==> config.mk <==
export PLATFORM = sky130hd
export DESIGN_NAME = cache_spi_slave
export DESIGN_NICKNAME = d
export VERILOG_FILES = /design/src/rtl/cache_spi_slave.sv
export SDC_FILE = /design/constraint.sdc
export NUM_CORES = 1
export LEC_CHECK = 0
export CAP_MARGIN = 10
export CORE_UTILIZATION = 35
export DETAILED_ROUTE_END_ITERATION = 10
export GPL_ROUTABILITY_DRIVEN = 0
export SYNTH_ARGS = -nofsm -noshare
export SYNTH_HDL_FRONTEND = slang
export SYNTH_SLANG_ARGS = --single-unit
==> constraint.sdc <==
create_clock -name iCLK -period 4.95 [get_ports iCLK]
set_clock_uncertainty 0.15 [all_clocks]
set_input_delay 0.7425 -clock iCLK [delete_from_list [all_inputs] [get_ports iCLK]]
set_output_delay 0.7425 -clock iCLK [all_outputs]
set_load 0.02 [all_outputs]
==> src/rtl/cache_spi_slave.sv <==
// SPI mode-0 slave that oversamples SCLK/SS/MOSI on iCLK and exchanges one Nbit MSB-first frame.
// Optional abort reporting on oFrameErr is enabled by defining SPI_FRAMECHK_EN.
//
// state | meaning
// IDLE  | waiting for SS falling edge; SCLK ignored
// SHIFT | frame in progress, shifting on SCLK edges
// DONE  | Nbit bits received; SCLK ignored until SS rises
module cache_spi_slave #(
   parameter int Nbit = 128
) (
   input  logic            iCLK,
   input  logic            iRST,
   input  logic            iSCLK,
   input  logic            iSS,
   input  logic            iMOSI,
   output logic            oMISO,
   input  logic [Nbit-1:0] iDATApar,
   output logic [Nbit-1:0] oDATApar,
   output logic            oRXvalid,
   output logic            oBusy,
   output logic            oFrameErr
);

   localparam int CW = $clog2(Nbit + 1);
   localparam logic [CW-1:0] LAST_BIT = CW'(Nbit - 1);

   typedef enum logic [1:0] {IDLE, SHIFT, DONE} state_t;

   state_t          state, state_nxt;
   logic            sclk_s1, sclk_s2, sclk_s3;
   logic            ss_s1, ss_s2, ss_s3;
   logic            mosi_s1, mosi_s2;
   logic            sclk_rise, sclk_fall, ss_rise, ss_fall;
   logic [CW-1:0]   bit_cnt;
   logic [Nbit-1:0] rx_sr, tx_sr, rx_next;
   logic            load_tx, shift_rx, shift_tx, capture;

   // SS synchronizers clear to 0 so a held-low SS after reset cannot look like a new frame
   always_ff @(posedge iCLK) begin
      if (iRST) begin
         sclk_s1 <= 1'b0;
         sclk_s2 <= 1'b0;
         sclk_s3 <= 1'b0;
         ss_s1   <= 1'b0;
         ss_s2   <= 1'b0;
         ss_s3   <= 1'b0;
         mosi_s1 <= 1'b0;
         mosi_s2 <= 1'b0;
      end else begin
         sclk_s1 <= iSCLK;
         sclk_s2 <= sclk_s1;
         sclk_s3 <= sclk_s2;
         ss_s1   <= iSS;
         ss_s2   <= ss_s1;
         ss_s3   <= ss_s2;
         mosi_s1 <= iMOSI;
         mosi_s2 <= mosi_s1;
      end
   end

   assign sclk_rise = sclk_s2 & ~sclk_s3;
   assign sclk_fall = ~sclk_s2 & sclk_s3;
   assign ss_rise   = ss_s2 & ~ss_s3;
   assign ss_fall   = ~ss_s2 & ss_s3;
   assign rx_next   = {rx_sr[Nbit-2:0], mosi_s2};

`ifdef SPI_FRAMECHK_EN
   logic abort;
`endif

   always_ff @(posedge iCLK) begin
      if (iRST) state <= IDLE;
      else      state <= state_nxt;
   end

   always_comb begin
      state_nxt = state;
      load_tx   = 1'b0;
      shift_rx  = 1'b0;
      shift_tx  = 1'b0;
      capture   = 1'b0;
`ifdef SPI_FRAMECHK_EN
      abort     = 1'b0;
`endif
      case (state)
         IDLE: begin
            if (ss_fall) begin
               load_tx   = 1'b1;
               state_nxt = SHIFT;
            end
         end
         SHIFT: begin
            // SS release takes priority over a coincident SCLK rise
            if (ss_rise) begin
`ifdef SPI_FRAMECHK_EN
               abort     = 1'b1;
`endif
               state_nxt = IDLE;
            end else if (sclk_rise) begin
               shift_rx = 1'b1;
               if (bit_cnt == LAST_BIT) begin
                  capture   = 1'b1;
                  state_nxt = DONE;
               end
            end else if (sclk_fall) begin
               shift_tx = 1'b1;
            end
         end
         DONE: begin
            if (ss_rise) state_nxt = IDLE;
         end
         default: state_nxt = IDLE;
      endcase
   end

   always_ff @(posedge iCLK) begin
      if (iRST) begin
         rx_sr    <= '0;
         tx_sr    <= '0;
         bit_cnt  <= '0;
         oDATApar <= '0;
         oRXvalid <= 1'b0;
         oBusy    <= 1'b0;
      end else begin
         oRXvalid <= capture;
         oBusy    <= (state_nxt != IDLE);
         if (load_tx) begin
            tx_sr   <= iDATApar;
            bit_cnt <= '0;
         end
         if (shift_tx) tx_sr <= {tx_sr[Nbit-2:0], 1'b0};
         if (shift_rx) begin
            rx_sr   <= rx_next;
            bit_cnt <= bit_cnt + CW'(1);
         end
         if (capture) oDATApar <= rx_next;
      end
   end

   assign oMISO = (state != IDLE) & tx_sr[Nbit-1];

`ifdef SPI_FRAMECHK_EN
   logic frame_err;
   always_ff @(posedge iCLK) begin
      if (iRST) frame_err <= 1'b0;
      else      frame_err <= abort;
   end
   assign oFrameErr = frame_err;
`else
   assign oFrameErr = 1'b0;
`endif

endmodule

== Word level (Yosys, flattened, before mapping) ==
Index checks and enable logic that the tools add are counted.
Word-level totals
  logic and storage cells: 58
  output and inout port bits: 132
  input bits: 133
  flip-flop bits (word level): 403
Cells by class
  mux-type cells: 23
  add/sub/neg operators: 1
  reduce and logical (&&, ||, !) cells: 6
  equal/unequal tests: 3
  bitwise gates (word level): 9
Operators with widths (count)
  128-bit two-way mux: 2
  8-bit two-way mux: 2
  1-bit two-way mux: 13
  2-bit two-way mux: 5
  8-bit by 1-bit adder with 8-bit output, second input constant: 1
  8-bit by 7-bit == test with 1-bit output, second input constant: 1
  2-bit nonzero test: 4
  2-bit one-hot mux with 3 select lines: 1
  1-bit AND: 5
  1-bit inverter: 4
  2-bit by 1-bit == test with 1-bit output, second input constant: 1
  2-bit == test, second input constant: 1
  2-bit logical NOT: 1
  2-bit OR reduction: 1

== Depth between registers and ports, before layout ==
Gate-level depths: netlist of the first run.
  depth after elaboration: 7
  mapped depth: 9
  mapped depth without buffers: 5

== Worst setup path before layout of the first run ==
No wires, ideal clock.
  kind: input -> register
  start: in iRST
  end: reg bit_cnt[0]
  arrival time: 1572 ps
  path slack: 3096 ps
  setup time: 132 ps
  buffers on the path: 3
  stages on the path: 4
  data required time: 4668 ps
  path through: clkbuf_1 clkbuf_1 clkbuf_1 nor3_1
RTL lines
  start, declared: line 12  | input logic iRST,
  end signal, assigned: line 134  | bit_cnt <= bit_cnt + CW'(1);
  end, declared: line 34  | logic [CW-1:0] bit_cnt;
No word-level cell between the ends.

== Worst setup path in the final report of the first run ==
  start: reg state[0]
  end: reg bit_cnt[5]
Between the ends
  longest elaborated chain between the ends: 3
  elaborated cells between the ends (all ways): 6
  those cells by class: 1 x eq/ne; 3 x mux; 2 x reduce/logical
RTL lines
  start, declared: line 29  | state_t state, state_nxt;
  start signal, assigned: line 73  | else state <= state_nxt;
  2-bit by 1-bit == test with 1-bit output / 2-bit logical NOT (equally long branches): line 85  | case (state)
  1-bit two-way mux: line 85
  8-bit two-way mux / 2-bit nonzero test (equally long branches)
Several ways; a longest one is shown, not always the timed one.
A chain may end at the register's enable or synchronous reset.

==> summary.md, run 1 <==
| Metric | Value |
|---|---|
| Power per cell area | 355 nW/um2 |
| Standard cell with the maximum stage delay on the critical path | buf_4 |
| Via count of the first global-routing pass | 12.4k |
| Global-route wire length before repair | 63,900 um |
| Worst path setup slack after routing | 1.57 ns |
| Reg-to-reg setup timing slack | 1.57 ns |
| Filler Cell Count | 4,205 |
| CP startpoint kind | register |
| Std cell rows | 75 |
| Worst-Skew Late Latency | 0.56 ns |
| Max incr delay on CP | 0.91 ns |
| Share of post-route cells with drive strength above 1 | 0.0485 |
| F_max | 296 MHz |
| Crit path buf inv count | 1 |
| Top cell type's share of synthesized area | 0.539 |
| Post-detailed-route DRC marker count | 0 |
| Worst slew margin relative to its limit | 0.131 |
| Count of routing violations after the opening detailed-route iteration | 1,160 |
| Router iterations before antenna repair | 7 |
| Most common flop cell mapped by yosys | dfxtp_1 |
| Cell count after synthesis | 1,802 |
| Clock transition at the register clock pins on the worst setup and hold paths after CTS | 0.06 ns |
| Number of input and output port buffers inserted | 263 |
| Crit path time final | 3.38 ns |
| Core outline area | 42,000 um2 |
| Total die area | 43,600 um2 |
| Vertical die dimension | 209 um |
| Cell taking the most area after synthesis | dfxtp_1 |
| Boundary pin count | 265 |
| Launching point of the worst reg2reg path | state[0] |
| Total nets after synthesis | 1,936 |
| Sequence of cells on the critical path | nand2b_1 > nor2_4 > buf_4 > and4_1 > a211o_1 |
| Worst Setup End Kind | register |
| CP delay by family, top | simple AND/OR/NAND/NOR gates |
| HPWL after DPL | 22,500 um |
| Class of the tightest hold or removal check | reg -> reg |
| WL per Instance | 15.8 um |
| Type of the worst setup path | reg -> reg |
| Synth top area cells | dfxtp_1, a21oi_1, nand2_1 |
| Avg Cell Area, Syn | 8.30 um2 |
| Count of hold buffers inserted by post-cts repair | 0 |
| Number of unique standard cell types used by synthesis | 38 |
| Clock tree from TritonCTS | built |
| Final hold vios | 0 |
| Beginning of the worst hold path | mosi_s1 |
| Sequential cell area fraction in the yosys report | 0.539 |
| Data arrival time of the worst path | 3.72 ns |
| All-Layer GR Usage | 0.176 |
| Post-CTS Setup Repair Bufs | 0 |
| Worst ir drop on vdd | 0.214 mV |
| Synthesized flop and latch total | 403 |
| Leakage | 5.92 nW |
| Transition time at the pin with the least slew margin | 1.30 ns |
| Area Growth Syn to Fin | 27.8% |
| Endpoint, Worst Hold | mosi_s2 |
| Total congestion overflow | 0 |
| Status | complete, no violations |
| Req. time, crit path | 5.30 ns |
| Starting density of the core | 0.356 |
| Pin count of the biggest net entering global routing | 142 |
| Worst r2r dst | bit_cnt[5] |
| Multi-input gate area in the final layout | 6140 um2 |
| Hold-critical path depth | 1 |
| Final period util | 0.682 |
| YS warnings | 0 |
| Number of synthesized flops with an enable pin | 0 |
| Number of antenna violations at the first check in global routing | 4 |
| Setup repair after global routing missed its margin | no |
| Syn Std Cell Area | 15,000 um2 |
| Post-cts gate resize count | 0 |
| Vias per Instance | 5.25 |
| Total clock sinks | 403 |
| Sequential cell area | 8070 um2 |
| Final wirelength | 39,700 um |
| Worst-path maximum fanout | 88 |
| Die Width | 209 um |
| Net count, final | 2,081 |
| Maximum count of clock buffers along a single path | 3 |
| Clock buffer count from CTS | 44 |
| Worst-case setup slack after placement | 1.65 ns |
| Number of max-slew violations in the final report | 0 |
| Reported max-cap violation count | 0 |
| Clk root buf | clkbuf_16 |
| H-tree depth | 2 |
| Post-DRT Antenna Nets | 0 |
| Final setup TNS | 0 ns |
| Number of vias in the routed layout | 13.2k |
| Final-report setup violation count | 0 |
| R2r worst-path depth | 5 |
| Share of async-settable or async-resettable flops after synthesis | 0 |
[metrics by stage]
| stage | hold slack, ns | power [mW] | cell area (um2) | util | instances |
|---|---|---|---|---|---|
| after floorplan | 0.264 | 3.47 | 15000 | - | 1802 |
| after global placement | 0.267 | 3.60 | 17700 | 0.421 | 2440 |
| after detailed placement | 0.274 | 3.61 | 17700 | 0.421 | 2440 |
| after CTS | 0.288 | 6.89 | 19100 | 0.455 | 2519 |
| after global routing | 0.310 | 7.03 | 19100 | 0.455 | 2519 |
| final | 0.286 | 6.78 | 19100 | 0.455 | 2520 |
[synthesized netlist by cell type, types with 2 or more instances]
cell type,number
and2_1,2
nor2b_1,12
buf_6,6
nor2_1,2
nor3_1,5
nand3b_1,2
nor4b_1,2
a21oi_1,389
buf_2,58
clkbuf_1,104
xnor2_1,2
dfxtp_1,403
nand3_1,133
and3_1,3
a22oi_1,127
nand2_1,384
buf_4,10
o21ai_0,133
nor4_1,3
nand2b_1,4
[state kept, by name, summed over array words and instances (netlist names)]
register / cells
bit_cnt: 8
mosi_s1: 1
mosi_s2: 1
oBusy: 1
oDATApar: 128
oRXvalid: 1
rx_sr: 127
sclk_s1: 1
sclk_s2: 1
sclk_s3: 1
ss_s1: 1
ss_s2: 1
ss_s3: 1
state: 2
tx_sr: 128
[power breakdown]
part | switching [mW] | internal [mW] | total, mW | leakage, nW
Clock | 1.32 | 1.93 | 3.25 | 0.712
Combinational | 0.128 | 0.123 | 0.251 | 1.96
Sequential | 0.0134 | 3.27 | 3.28 | 3.25
Total | 1.47 | 5.32 | 6.78 | 5.92
[logic make-up after synthesis]
kind of cell    count (synthesis)  share of synthesized area
flops                         403                      0.539
simple gates                  559                      0.160
xor+xnor                        2                    0.00117
mux                             1                   0.000669
fa+ha+maj                       1                   0.000836
buf+inv                       178                     0.0550
compound gates                657                      0.243
other cells                     1                   0.000251
[layout make-up]
cell class / count / share of cell area
flip-flops and latches: 403 / 0.422
multi-input cells: 1221 / 0.321
clock inverters: 13 / 0.00713
repair buffers: 277 / 0.147
well taps: 539 / 0.0353
clock buffers: 66 / 0.0682
diodes: 1 / 0.000131
[how the worst max path moves through the flow]
stage / start / to / slack [ns] / cells after the start
6_report: state[0] / bit_cnt[5] / 1.57 / 5
5_1_grt: state[0] / oDATApar[101] / 1.32 / 5
4_1_cts: state[0] / bit_cnt[5] / 1.61 / 5
3_5_place_dp: state[0] / bit_cnt[5] / 1.65 / 5
3_3_place_gp: state[0] / bit_cnt[5] / 1.76 / 5
2_1_floorplan: iRST / bit_cnt[0] / 3.10 / 4
[placed cells by master (no fill, tap or decap), drive strengths merged, types with 2 or more instances in the layout]
| cell | n |
|---|---|
| a21oi | 389 |
| a22oi | 127 |
| and2 | 2 |
| and3 | 3 |
| buf | 15 |
| bufinv | 2 |
| clkbuf | 66 |
| clkdlybuf4s50 | 262 |
| clkinv | 8 |
| dfxtp | 403 |
| inv | 2 |
| nand2 | 384 |
| nand2b | 4 |
| nand3 | 133 |
| nand3b | 2 |
| nor2 | 2 |
| nor2b | 12 |
| nor3 | 6 |
| nor4 | 3 |
| nor4b | 3 |
| o21ai | 133 |
| xnor2 | 2 |
[routing by layer]
metal,vias up,track usage,part of all wire
met5,-,0,0.00063
met4,4,0.0596,0.022
met2,351,0.275,0.45
li1,6556,-,-
met1,6263,0.226,0.44
met3,57,0.0615,0.085
(Power assumes the default switching activity.)
==> run 2, diff against run 1 <==
==> constraint.sdc (replaced) <==
create_clock -name iCLK -period 3.1 [get_ports iCLK]
set_clock_uncertainty 0.15 [all_clocks]
set_input_delay 0.465 -clock iCLK [delete_from_list [all_inputs] [get_ports iCLK]]
set_output_delay 0.465 -clock iCLK [all_outputs]
set_load 0.02 [all_outputs]
==> run 2 against run 1 <==
Wire length decreased by 1.7%. Via count decreased by 0.12%. Worst hold slack got worse by 0.17 ns. Register-to-register slack got worse by 0.92 ns. Largest cell class unchanged.
==> summary.md, run 2 (synthesis results as in run 1) <==
| Metric | Value |
|---|---|
| Final-report setup violation count | 0 (unchanged) |
| Class of the tightest hold or removal check | in -> reg |
| WL per Instance | 15.4 um (-2.3%) |
| Router iterations before antenna repair | 5 (-2) |
| Worst-path maximum fanout | 9 (-90%) |
| HPWL after DPL | 23,800 um (+5.8%) |
| ANT cells | 0 (-1) |
| Type of the worst setup path | reg -> out |
| Clock transition at the register clock pins on the worst setup and hold paths after CTS | 0.06 ns (about the same) |
| Die Width | 209 um (unchanged) |
| Setup repair after global routing missed its margin | no |
| Clock buffer count from CTS | 44 (unchanged) |
| Launching point of the worst reg2reg path | bit_cnt[0] |
| Worst Setup End Kind | primary output |
| Global-route wire length before repair | 63,400 um (-0.86%) |
| All-Layer GR Usage | 0.174 (-0.00238) |
| Count of routing violations after the opening detailed-route iteration | 896 (-23%) |
| Worst-case setup slack after placement | 0.658 ns (-0.993 ns) |
| Via count of the first global-routing pass | 12.6k (+1.1%) |
| Net count, final | 2,095 (+0.67%) |
| F_max | 397 MHz |
| Status | complete, no violations |
| Post-cts gate resize count | 0 (unchanged) |
| Most frequent standard cell in the layout excluding fill and tap cells | dfxtp_1 |
| Biggest registers after layout | oDATApar: 128 flops, tx_sr: 128 flops, rx_sr: 127 flops |
| Post-CTS Setup Repair Bufs | 0 (unchanged) |
| Worst path setup slack after routing | 0.581 ns (-0.992 ns) |
| Clock tree from TritonCTS | built |
| Post-DRT Antenna Nets | 0 (unchanged) |
| Reg-to-reg setup timing slack | 0.65 ns (-0.92 ns) |
| Most frequent cells in the layout | dfxtp_1, a21oi_1, nand2_1 |
| Maximum count of clock buffers along a single path | 3 (unchanged) |
| Number of max-slew violations in the final report | 0 (unchanged) |
| Area Growth Syn to Fin | 29.8% |
| Number of antenna violations at the first check in global routing | 4 (unchanged) |
| Final wirelength | 39,100 um (-1.7%) |
| Number of input and output port buffers inserted | 263 (unchanged) |
| Post-detailed-route DRC marker count | 0 (unchanged) |
| Req. time, crit path | 2.48 ns (-2.82 ns) |
| Vertical die dimension | 209 um (unchanged) |
| Pin count of the biggest net entering global routing | 141 (-0.70%) |
| Core outline area | 42,000 um2 (unchanged) |
| Transition time at the pin with the least slew margin | 0.942 ns (-0.361 ns) |
| Final setup TNS | 0 ns (unchanged) |
| Boundary pin count | 265 (unchanged) |
| Post-route core utilization | 0.462 (+0.00693) |
| Beginning of the worst hold path | iRST |
| Power per cell area | 564 nW/um2 (+59%) |
| Std cell rows | 75 (unchanged) |
| Worst r2r dst | oDATApar[69] |
| CP startpoint kind | register |
| Data arrival time of the worst path | 1.90 ns (-1.82 ns) |
| Count of hold buffers inserted by post-cts repair | 0 (unchanged) |
| Final hold vios | 0 (unchanged) |
| Total congestion overflow | 0 (unchanged) |
| Worst ir drop on vdd | 0.420 mV (+96%) |
| Final period util | 0.813 |
| Share of post-route cells with drive strength above 1 | 0.0581 (+0.00963) |
| Worst-Skew Late Latency | 0.56 ns (about the same) |
| Critical Path Source | state[0] |
| Total die area | 43,600 um2 (unchanged) |
| Clk root buf | clkbuf_16 |
| Total clock sinks | 403 (unchanged) |
| Starting density of the core | 0.356 (unchanged) |
| Worst slew margin relative to its limit | 0.369 (+0.238) |
| Crit path time final | 2.52 ns |
| Vias per Instance | 5.21 (-0.71%) |
| R2r worst-path depth | 6 (+1) |
| H-tree depth | 2 (unchanged) |
| Leakage | 6.07 nW (+2.5%) |
| Reported max-cap violation count | 0 (unchanged) |
| Number of vias in the routed layout | 13.2k (-0.12%) |
| CP endpoint | oMISO |
[run 2: metal layers]
metal | global-route usage | part of all wire
met1 | 0.219 | 0.44
met5 | 0 | 0.00092
met2 | 0.280 | 0.46
met3 | 0.0594 | 0.080
met4 | 0.0543 | 0.020
[run 2: worst min path at each step]
stage                             to  slack, ns  cells past startpoint
after CTS                    sclk_s1       0.07                      2
after floorplan              mosi_s2       0.26                      1
final                     tx_sr[127]       0.11                      2
after global placement       mosi_s2       0.27                      1
after global routing       tx_sr[40]       0.10                      2
after detailed placement     mosi_s2       0.28                      1
[run 2: report_power, final]
part	total (mW)	switching [mW]	internal [mW]	leakage, nW
Combinational	0.413	0.206	0.207	2.08
Sequential	5.24	0.0213	5.22	3.25
Clock	5.31	2.11	3.20	0.743
[run 2: critical path: stages, from the launching register on]
cell and delay [ns]:
dfxtp_1 0.51, o21a_1 0.19, clkdlybuf4s50_1 0.64
[run 2: metrics by stage]
step / cell area [um2] / hold slack (ns) / total power [mW] / std cells
CTS: 19400 / 0.0711 / 11.1 / 2535
floorplan: 15000 / 0.264 / 5.53 / 1802
global placement: 17900 / 0.269 / 5.76 / 2454
detailed placement: 17900 / 0.275 / 5.77 / 2454
global route: 19400 / 0.104 / 11.4 / 2535
finish: 19400 / 0.114 / 11.0 / 2535
[run 2: layout make-up]
type                            count  area (um2)
Fill cell                        4053       22600
Clock inverter                     18         178
Timing Repair Buffer              291        3050
Tap cell                          539         674
Clock buffer                       63        1310
Multi-Input combinational cell   1221        6140
Sequential cell                   403        8070
==> edit: new RTL, settings of run 2 <==
Build with the macro `SPI_FRAMECHK_EN` defined.
--- a/src/rtl/cache_spi_slave.sv
+++ b/src/rtl/cache_spi_slave.sv
@@ -5,6 +5,8 @@
 // IDLE  | waiting for SS falling edge; SCLK ignored
 // SHIFT | frame in progress, shifting on SCLK edges
 // DONE  | Nbit bits received; SCLK ignored until SS rises
+`define SPI_FRAMECHK_EN
+
 module cache_spi_slave #(
    parameter int Nbit = 128
 ) (
Formal check against the unedited RTL: not equivalent (Yosys sat finds a counterexample within 10 cycles, from zero or initial values and one cycle with iRST high).
==> edit against run 2 <==
  * Non-clock buffer count down 5
  * Area after synthesis is 5.9% higher
  * Routed wire length decreased by 2.6%
  * Cell count rose by 2.1%
  * Power rose by 4.9%
  * Cell area is 5.9% higher
  * Utilization increased by 0.10 points
  * Synthesized cell count shrank 1.6%
  * Via count shrank 4.7%
  * Clock power rose by 9.4%
  * Setup slack worse by 0.062 ns
  * Die area grew 5.8%
  * Sequential cell count increased by 1
  * Largest power group unchanged
  * Highest routed layer unchanged
==> edit: results (changes against run 2) <==
** GRT
- The overall fraction of global-route tracks in use is 0.161 (was 0.174).
- The wire length of the first global-routing pass came to 61800 µm (was 63400 µm).
- Maximum number of pins on one net before global-route repair :: 134 (was 141)
- The via count of the first global-routing pass came to 12200 (was 12600).

** Final layout
- Clock network contribution to total cell area :: 0.0801 (was 0.0768)
- The number of buffers outside the clock class in the layout is 286 (was 291).
- Share of cell area taken by multi-input logic gates :: 0.345 (was 0.316)
- Fraction of layout cells with a size suffix above 1 :: 0.0541 (was 0.0581)
- The count of filler cells inserted in the layout came to 4288 (was 4053).
- Final #Nets :: 2094 (was 2095)
- Non-filler instance count after layout :: 2587 (was 2535)

** Detailed routing
- The via count of the routed design came to 12600 (was 13200).

** Synthesis
- The netlist area before placement came to 15800 µm² (was 15000 µm²).
- Synth unique cells :: 40 (was 38)

** Min path
- Endpoint of the worst hold-timing path :: sclk_s3$_SDFF_PP0_ (was tx_sr[127]$_SDFFE_PP0P_)

** Power and ir drop
- The static leakage was 6.35 nW (was 6.07 nW).
- Peak ir drop on the vdd network :: 0.000452 V (was 0.000420 V)

** Placed design
- Placed standard-cell area :: 18900 µm² (was 17900 µm²)
- The placed wire-length estimate after detailed placement came to 23700 µm (was 23800 µm).

** Setup path
- The arrival time of data at the critical path endpoint came to 1.97 ns (was 1.90 ns).
- R2r endpoint :: oDATApar[90]$_SDFFE_PP0P_ (was oDATApar[69]$_SDFFE_PP0P_)
- The launch instance of the worst register-to-register path is state[0]$_SDFF_PP0_ (was bit_cnt[0]$_SDFFE_PP0P_).
- The slack of the worst reg-to-reg path was 0.82 ns (was 0.65 ns).

** STA
- Normalized max-slew margin :: 0.569 (was 0.369)

** CTS
- The number of buffers added by the clock tree synthesis step came to 46 (was 44).
- The clock sink count came to 404 (was 403).

** Run status
- Result of the run: finished clean (unchanged).
## edit: cell count changes after synthesis, sizes merged, moves of 2 or more
| cell | run 2 | this run |
|---|---|---|
| and3 | 3 | 1 |
| buf | 74 | 65 |
| nand2 | 384 | 386 |
| mux2i | 1 | 129 |
| nor4 | 3 | 5 |
| clkbuf | 104 | 82 |
| nor3 | 6 | 9 |
| nand3 | 133 | 6 |
| a21oi | 389 | 261 |
| nand2b | 4 | 259 |
| o21ai | 133 | 3 |
| nor4b | 3 | 1 |
## edit: report_power, final
part / switching (mW) / leakage (nW) / internal, mW / total (mW)
logic: 0.186 / 2.27 / 0.245 / 0.432
clock network: 2.19 / 0.815 / 3.62 / 5.81
registers: 0.0221 / 3.26 / 5.23 / 5.25
total: 2.39 / 6.35 / 9.10 / 11.5
## edit: routing by layer
metal,wire (µm),GRT usage,share of wire,up-vias
li1,-,-,-,6341
met1,17100,0.203,0.45,5908
met2,17400,0.257,0.46,278
met3,2800,0.0566,0.074,57
met4,673,0.0474,0.018,10
met5,66,0,0.0017,-
## edit: worst reg2reg max path, cell delays in order, from the launching register on
cell                      delay, ns
sky130_fd_sc_hd__dfxtp_1       0.52
sky130_fd_sc_hd__nor2b_4       0.32
sky130_fd_sc_hd__nand3_4       0.13
sky130_fd_sc_hd__nor4_4        0.29
sky130_fd_sc_hd__buf_12        0.32
sky130_fd_sc_hd__buf_12        0.25
sky130_fd_sc_hd__mux2i_1       0.22
## edit: cells by family (layout without fill, tap and decap cells)
family / after synthesis / in the layout / synth area share
buffers and inverters: 148 / 370 / 0.0454
DFF: 404 / 404 / 0.510
AOI/OAI and AO/OA: 398 / 398 / 0.147
adders and majority gates: 1 / 1 / 0.000789
muxes: 129 / 129 / 0.0815
xor gates and xnor gates: 3 / 3 / 0.00166
and+or+nand+nor: 690 / 690 / 0.213
